===== src/rtl/l2_set_rd_ctrl_if.sv =====
// Bus bundle between the L2 set-read controller, its requesters, the
// localmem read port and the L2 set buffers.
// The buffer release strobe is named bufs_release because "release" is a
// reserved word in SystemVerilog.
interface l2_set_rd_ctrl_if #(
    parameter int N_REQ    = 3,
    parameter int SET_BITS = 8
);
    logic [N_REQ-1:0]          req_valid;
    logic [N_REQ*SET_BITS-1:0] req_set;
    logic [N_REQ-1:0]          req_ready;
    logic                      lmem_rd_en;
    logic [SET_BITS-1:0]       lmem_rd_set;
    logic                      rd_set_into_bufs;
    logic                      bufs_valid;
    logic [N_REQ-1:0]          bufs_owner;
    logic [SET_BITS-1:0]       bufs_set;
    logic                      bufs_release;

    // Requester / environment side.
    modport master (
        output req_valid, req_set, bufs_release,
        input  req_ready, lmem_rd_en, lmem_rd_set, rd_set_into_bufs,
               bufs_valid, bufs_owner, bufs_set
    );

    // Controller side.
    modport slave (
        input  req_valid, req_set, bufs_release,
        output req_ready, lmem_rd_en, lmem_rd_set, rd_set_into_bufs,
               bufs_valid, bufs_owner, bufs_set
    );
endinterface


===== src/rtl/l2_set_rd_ctrl.sv =====
// L2 set-read controller: fixed-priority arbitration between requesters for
// the single set of L2 set buffers, issue of the localmem set read, load
// strobe after RD_LAT cycles, then hold until the owner releases.
module l2_set_rd_ctrl #(
    parameter int N_REQ    = 3,
    parameter int SET_BITS = 8,
    parameter int RD_LAT   = 1
) (
    input logic               clk,
    input logic               rst,
    l2_set_rd_ctrl_if.slave   bus
);

    typedef enum logic [1:0] {IDLE, WAIT, LOAD, HOLD} state_t;

    localparam logic [2:0] LAT_M1 = 3'(RD_LAT - 1);

    state_t              state_reg, state_next;
    logic [2:0]          cnt_reg, cnt_next;
    logic [N_REQ-1:0]    owner_reg, owner_next;
    logic [SET_BITS-1:0] bset_reg, bset_next;

    logic [N_REQ:0]      seen;
    logic [N_REQ-1:0]    grant_oh;
    logic [SET_BITS-1:0] grant_set;

    logic [N_REQ-1:0]    ready;
    logic                rd_en;
    logic                load;
    logic                bv;
    logic [N_REQ-1:0]    owner_out;

    // Fixed priority: a requester wins only if no lower index is requesting.
    assign seen[0] = 1'b0;
    generate
        for (genvar gi = 0; gi < N_REQ; gi++) begin : g_prio
            assign grant_oh[gi]   = bus.req_valid[gi] & ~seen[gi];
            assign seen[gi+1]     = seen[gi] | bus.req_valid[gi];
        end
    endgenerate

    // Mux the winning requester's set index (grant_oh is one-hot or zero).
    always_comb begin
        grant_set = '0;
        for (int i = 0; i < N_REQ; i++) begin
            if (grant_oh[i]) begin
                grant_set = grant_set | bus.req_set[i*SET_BITS +: SET_BITS];
            end
        end
    end

    // Next-state and output decode; rst gates the combinational grant so
    // nothing leaks out while reset is held.
    always_comb begin
        state_next = state_reg;
        cnt_next   = cnt_reg;
        owner_next = owner_reg;
        bset_next  = bset_reg;
        ready      = '0;
        rd_en      = 1'b0;
        load       = 1'b0;
        bv         = 1'b0;
        owner_out  = '0;
        case (state_reg)
            IDLE: begin
                if (rst && seen[N_REQ]) begin
                    ready      = grant_oh;
                    rd_en      = 1'b1;
                    owner_next = grant_oh;
                    bset_next  = grant_set;
                    cnt_next   = LAT_M1;
                    state_next = (RD_LAT > 1) ? WAIT : LOAD;
                end
            end
            WAIT: begin
                cnt_next = cnt_reg - 3'd1;
                if (cnt_reg <= 3'd1) begin
                    state_next = LOAD;
                end
            end
            LOAD: begin
                load       = 1'b1;
                state_next = HOLD;
            end
            HOLD: begin
                bv        = 1'b1;
                owner_out = owner_reg;
                if (bus.bufs_release) begin
                    state_next = IDLE;
                end
            end
            default: state_next = IDLE;
        endcase
    end

    // State, latency counter and grant capture; reset aborts any operation.
    always_ff @(posedge clk or negedge rst) begin
        if (!rst) begin
            state_reg <= IDLE;
            cnt_reg   <= '0;
            owner_reg <= '0;
            bset_reg  <= '0;
        end else begin
            state_reg <= state_next;
            cnt_reg   <= cnt_next;
            owner_reg <= owner_next;
            bset_reg  <= bset_next;
        end
    end

    assign bus.req_ready        = ready;
    assign bus.lmem_rd_en       = rd_en;
    assign bus.lmem_rd_set      = rd_en ? grant_set : '0;
    assign bus.rd_set_into_bufs = load;
    assign bus.bufs_valid       = bv;
    assign bus.bufs_owner       = owner_out;
    assign bus.bufs_set         = bset_reg;

endmodule


===== src/flat_wrapper.sv =====
// flat-port wrapper written by rule: the top's interface ports become plain ports
module l2_set_rd_ctrl_flat 
#(
    parameter int N_REQ    = 3,
    parameter int SET_BITS = 8,
    parameter int RD_LAT   = 1
)
  (clk, rst, bus_req_valid, bus_req_set, bus_bufs_release, bus_req_ready, bus_lmem_rd_en, bus_lmem_rd_set, bus_rd_set_into_bufs, bus_bufs_valid, bus_bufs_owner, bus_bufs_set);
  l2_set_rd_ctrl_if #(.N_REQ(N_REQ), .SET_BITS(SET_BITS)) bus_i ();
  input logic clk;
  input logic rst;
  input wire logic [$bits(bus_i.req_valid)-1:0] bus_req_valid;
  input wire logic [$bits(bus_i.req_set)-1:0] bus_req_set;
  input wire logic [$bits(bus_i.bufs_release)-1:0] bus_bufs_release;
  output wire logic [$bits(bus_i.req_ready)-1:0] bus_req_ready;
  output wire logic [$bits(bus_i.lmem_rd_en)-1:0] bus_lmem_rd_en;
  output wire logic [$bits(bus_i.lmem_rd_set)-1:0] bus_lmem_rd_set;
  output wire logic [$bits(bus_i.rd_set_into_bufs)-1:0] bus_rd_set_into_bufs;
  output wire logic [$bits(bus_i.bufs_valid)-1:0] bus_bufs_valid;
  output wire logic [$bits(bus_i.bufs_owner)-1:0] bus_bufs_owner;
  output wire logic [$bits(bus_i.bufs_set)-1:0] bus_bufs_set;
  assign bus_i.req_valid = bus_req_valid;
  assign bus_i.req_set = bus_req_set;
  assign bus_i.bufs_release = bus_bufs_release;
  assign bus_req_ready = bus_i.req_ready;
  assign bus_lmem_rd_en = bus_i.lmem_rd_en;
  assign bus_lmem_rd_set = bus_i.lmem_rd_set;
  assign bus_rd_set_into_bufs = bus_i.rd_set_into_bufs;
  assign bus_bufs_valid = bus_i.bufs_valid;
  assign bus_bufs_owner = bus_i.bufs_owner;
  assign bus_bufs_set = bus_i.bufs_set;
  l2_set_rd_ctrl #(.N_REQ(N_REQ), .SET_BITS(SET_BITS), .RD_LAT(RD_LAT)) u_core (.clk(clk), .rst(rst), .bus(bus_i));
endmodule

===== config.mk =====
export PLATFORM = sky130hd
export DESIGN_NAME = l2_set_rd_ctrl_flat
export DESIGN_NICKNAME = d
export VERILOG_FILES = /design/src/rtl/l2_set_rd_ctrl_if.sv /design/src/rtl/l2_set_rd_ctrl.sv /design/src/flat_wrapper.sv
export SDC_FILE = /design/constraint.sdc
export NUM_CORES = 1
export LEC_CHECK = 0
export ABC_CLOCK_PERIOD_IN_PS = 1800
export CAP_MARGIN = 30
export CORE_MARGIN = 4
export CORE_UTILIZATION = 35
export DETAILED_ROUTE_END_ITERATION = 8
export GPL_TIMING_DRIVEN = 0
export PLACE_DENSITY = 0.73
export SYNTH_ARGS = -nofsm -noshare
export SYNTH_HDL_FRONTEND = slang
export SYNTH_SLANG_ARGS = --single-unit

===== constraint.sdc =====
create_clock -name clk -period 1.8 [get_ports clk]
set_clock_uncertainty 0.15 [all_clocks]
set_input_delay 0.36 -clock clk [delete_from_list [all_inputs] [get_ports clk]]
set_output_delay 0.36 -clock clk [all_outputs]
set_load 0.02 [all_outputs]

==> metrics.md <==
| Metric | Value |
|---|---|
| Status | `finished with violations` |
| Failing checks | `setup timing` |
| HP Class | `in2reg` |
| Critical Path End | `bus_lmem_rd_set[2]` |
| Most common cell after layout, fill and taps aside | `clkdlybuf4s50_1` |
| Clk Latency, worst-skew pair | `just over 0.3 ns` |
| Syn. warnings | `0` |
| HP Start | `rst` |
| Register area share after synthesis | `0.3946` |
| Cell count along the critical path | `5` |
| Global-route wire length before repair | `6.044 mm` |
| Count of pins over their slew limit | `0` |
| #FFs+latches synth | `16` |
| Post-layout util | `0.7559` |
| Syn_nets | `137` |
| FF/Latch Area | `roughly 400 µm²` |
| CP startpoint kind | `register` |
| Netlist cell types | `33` |
| Comb power frac | `0.618` |
| Pin count of the biggest net entering global routing | `17` |
| Crit path kind | `reg2out` |
| CP max-delay cell | `dfrtp_2` |
| Drt drc | `0` |
| Mean Syn Cell Area | `9.664 µm²` |
| Setup violations, final | `15` |
| Final WL | `between 4 and 5 mm` |
| Largest cells by area after synthesis | `dfrtp_1 (39%), a221oi_1 (6.9%), o41ai_1 (6.9%)` |
| Count of final hold-check violations | `0` |
| # rows | `19` |
| Total gr overflow | `0` |
| Die Y | `61.85 µm` |
| Clk pwr share | `0.108` |
| Clock sinks | `16` |
| Switching fraction of total power | `0.4228` |
| Die ar. | `3825 µm²` |
| Number of flip-flops in the largest register | `8` |
| Crit path DAT | `1.54 ns` |
| Slack of the worst reg-to-reg path | `0.07 ns` |
| DR iter-0 viols | `53` |
| Synth top area share | `0.3946` |
| Via count | `1219` |
| Leakage | `0.9741 nW` |
| H-tree levels | `1` |
| Vias in the first global route | `1332` |
| Die span in x | `about 60 µm` |
| WHS Path Cells | `3` |
| Async set-or-reset flop fraction in the synthesized netlist | `1.000` |
| Total GRT Usage | `0.2147` |
| Final setup TNS | `-2.416 ns` |
| Layout Cells excl Fill | `212` |
| Most frequent cells in the layout | `clkdlybuf4s50_1 (25), buf_4 (19), buf_6 (15)` |
| Cells along the critical path | `nor2_4, nand3b_4, buf_8, nor3_2, buf_4` |
| Area Overhead vs Synth | `105.4%` |
| Diode count | `0` |
| CTS tree | `yes` |
| Fmax | `486.7 MHz` |
| HPWL Detailed | `2.465 mm` |
| Area of the core | `around 2800 µm²` |
| Reg power frac | `0.275` |
| Initial antenna violation count | `0` |
| Clk slew on worst S/H paths | `0.11 ns` |
| Drt via density | `5.750` |
| Critical path data required time | `1.29 ns` |
| Net Switching | `~1.0 mW` |
| Reg-to-Reg Start | `u_core.state_reg[0]` |
| Number of buffers created by CTS | `3` |
| CTS Buffer Depth | `2` |
| Post-synthesis cell area | `1015 µm²` |
| Area leader, netlist | `dfrtp_1` |
| Post-synth EDFFs | `0` |
| Power Dens Cells | `between 1000 and 1500 nW/µm²` |
| Crit path launch | `u_core.state_reg[0]` |
| Slew HR | `0.4961` |
| GPL Wtd Cong | `0.7588` |
| Post-synth top flop | `dfrtp_1` |
| Max incr delay on CP | `about 0.45 ns` |
| Critical path capture point type | `output pin` |
| Top delay family on crit path | `flip-flops` |
| Unrepaired setup endpoints after global routing | `yes` |
| WL/cell | `19.32 µm` |
| Actual transition at the worst max-transition pin | `0.7534 ns` |
| DR pass1 iterations | `4` |
| R2R depth | `6` |
| Ports | `55` |
| Crit path buffers/inverters | `2` |
| Initial Utilization | `0.3680` |
| Fin Hold WS | `~0.30 ns` |
| Internal power | `1.368 mW` |
| Port buffer count | `54` |
| Post-route ant nets | `0` |
| Crit Path Max Fanout | `5` |
| Mapped Cells | `105` |
| Area taken by multi-input logic gates | `782.0 µm²` |
| Post-route clock period utilization | `1.142` |
| Max capacitance violation total | `0` |
| Worst setup margin | `-0.2549 ns` |
| Total power | `2.370 mW` |
| Total Nets Final | `214` |
| Placed Cells | `190` |
| Fillcell total | `177` |
| Critical R2R Capture | `u_core.bus.bufs_set[7]` |
| Clock Root Buffer | `clkbuf_4` |
| Share of layout cells above drive strength 1 | `0.4088` |
| Max rail drop VDD | `0.8659 mV` |
| Final min period | `2.055 ns` |
## cell families (layout without fill, tap and decap cells)
logic type / count (synthesis) / in the layout / share of synthesized area
AO/OA/AOI/OAI: 32 / 32 / 0.2503
XOR/XNOR: 1 / 1 / 0.008633
adder cells (fa/ha/maj): 2 / 2 / 0.02466
buffers and inverters: 13 / 89 / 0.06410
flip-flops: 16 / 16 / 0.3946
AND/OR/NAND/NOR: 41 / 41 / 0.2577
## power groups by stage
stage	clock network [mW]	registers, mW	logic (mW)
global route	0.269	0.671	1.57
finish	0.255	0.652	1.46
floorplan	0	0.724	0.576
global placement	0	0.642	1.14
detailed placement	0	0.651	1.17
CTS	0.243	0.647	1.36
## synth_stat cells, types with 3 or more instances
library cell	n
inv_1	4
nand2_1	6
a221oi_1	8
nor2b_1	10
o41ai_1	8
nor3_1	8
o31ai_1	8
dfrtp_1	16
buf_2	3
and3_1	5
## stage by stage
stage	setup slack (ns)	instance area (µm²)
after global placement	-1.546	1594
after detailed placement	-1.538	1594
after floorplan	-0.1405	1015
after CTS	-0.1967	1916
after global routing	-0.3119	2085
final	-0.2549	2085
## how the worst min path moves through the flow
| stage | to | slack (ns) |
|---|---|---|
| 6_report | u_core.owner_reg[2] | 0.30 |
| 2_1_floorplan | u_core.bus.bufs_set[0] | -0.09 |
| 3_3_place_gp | u_core.owner_reg[1] | 0.30 |
| 3_5_place_dp | u_core.owner_reg[0] | 0.32 |
| 4_1_cts | u_core.owner_reg[2] | 0.28 |
| 5_1_grt | u_core.owner_reg[2] | 0.30 |
## routing by layer
layer	vias up	track usage	routed length (µm)
li1	563	-	-
met1	588	0.2471	1538
met2	59	0.3812	2129
met3	9	0.05785	346
met4	0	0.07576	80
met5	-	0	0
## tightest hold or removal path: stages
cell and delay [ns]:
buf_2 0.15, nand4_1 0.13, o21ai_1 0.07
## cell type report
class                           count  share of cell area
Clock buffer                        4             0.01741
Multi-Input combinational cell     76              0.3751
Inverter                            6             0.01321
Tap cell                           31             0.01861
Timing Repair Buffer               75              0.3565
Sequential cell                    16              0.1933
Buffer                              4             0.02581
## what timing repair did
item                                   CTS  global route
cloned                                   1             0
pin swaps                               10             3
hold buffers                             1             0
setup buffers                           14             6
endpoints found under the hold margin   16             0
setup endpoints to repair               33            24
gates resized for setup                144            35
Power figures use the tool's default switching activity.
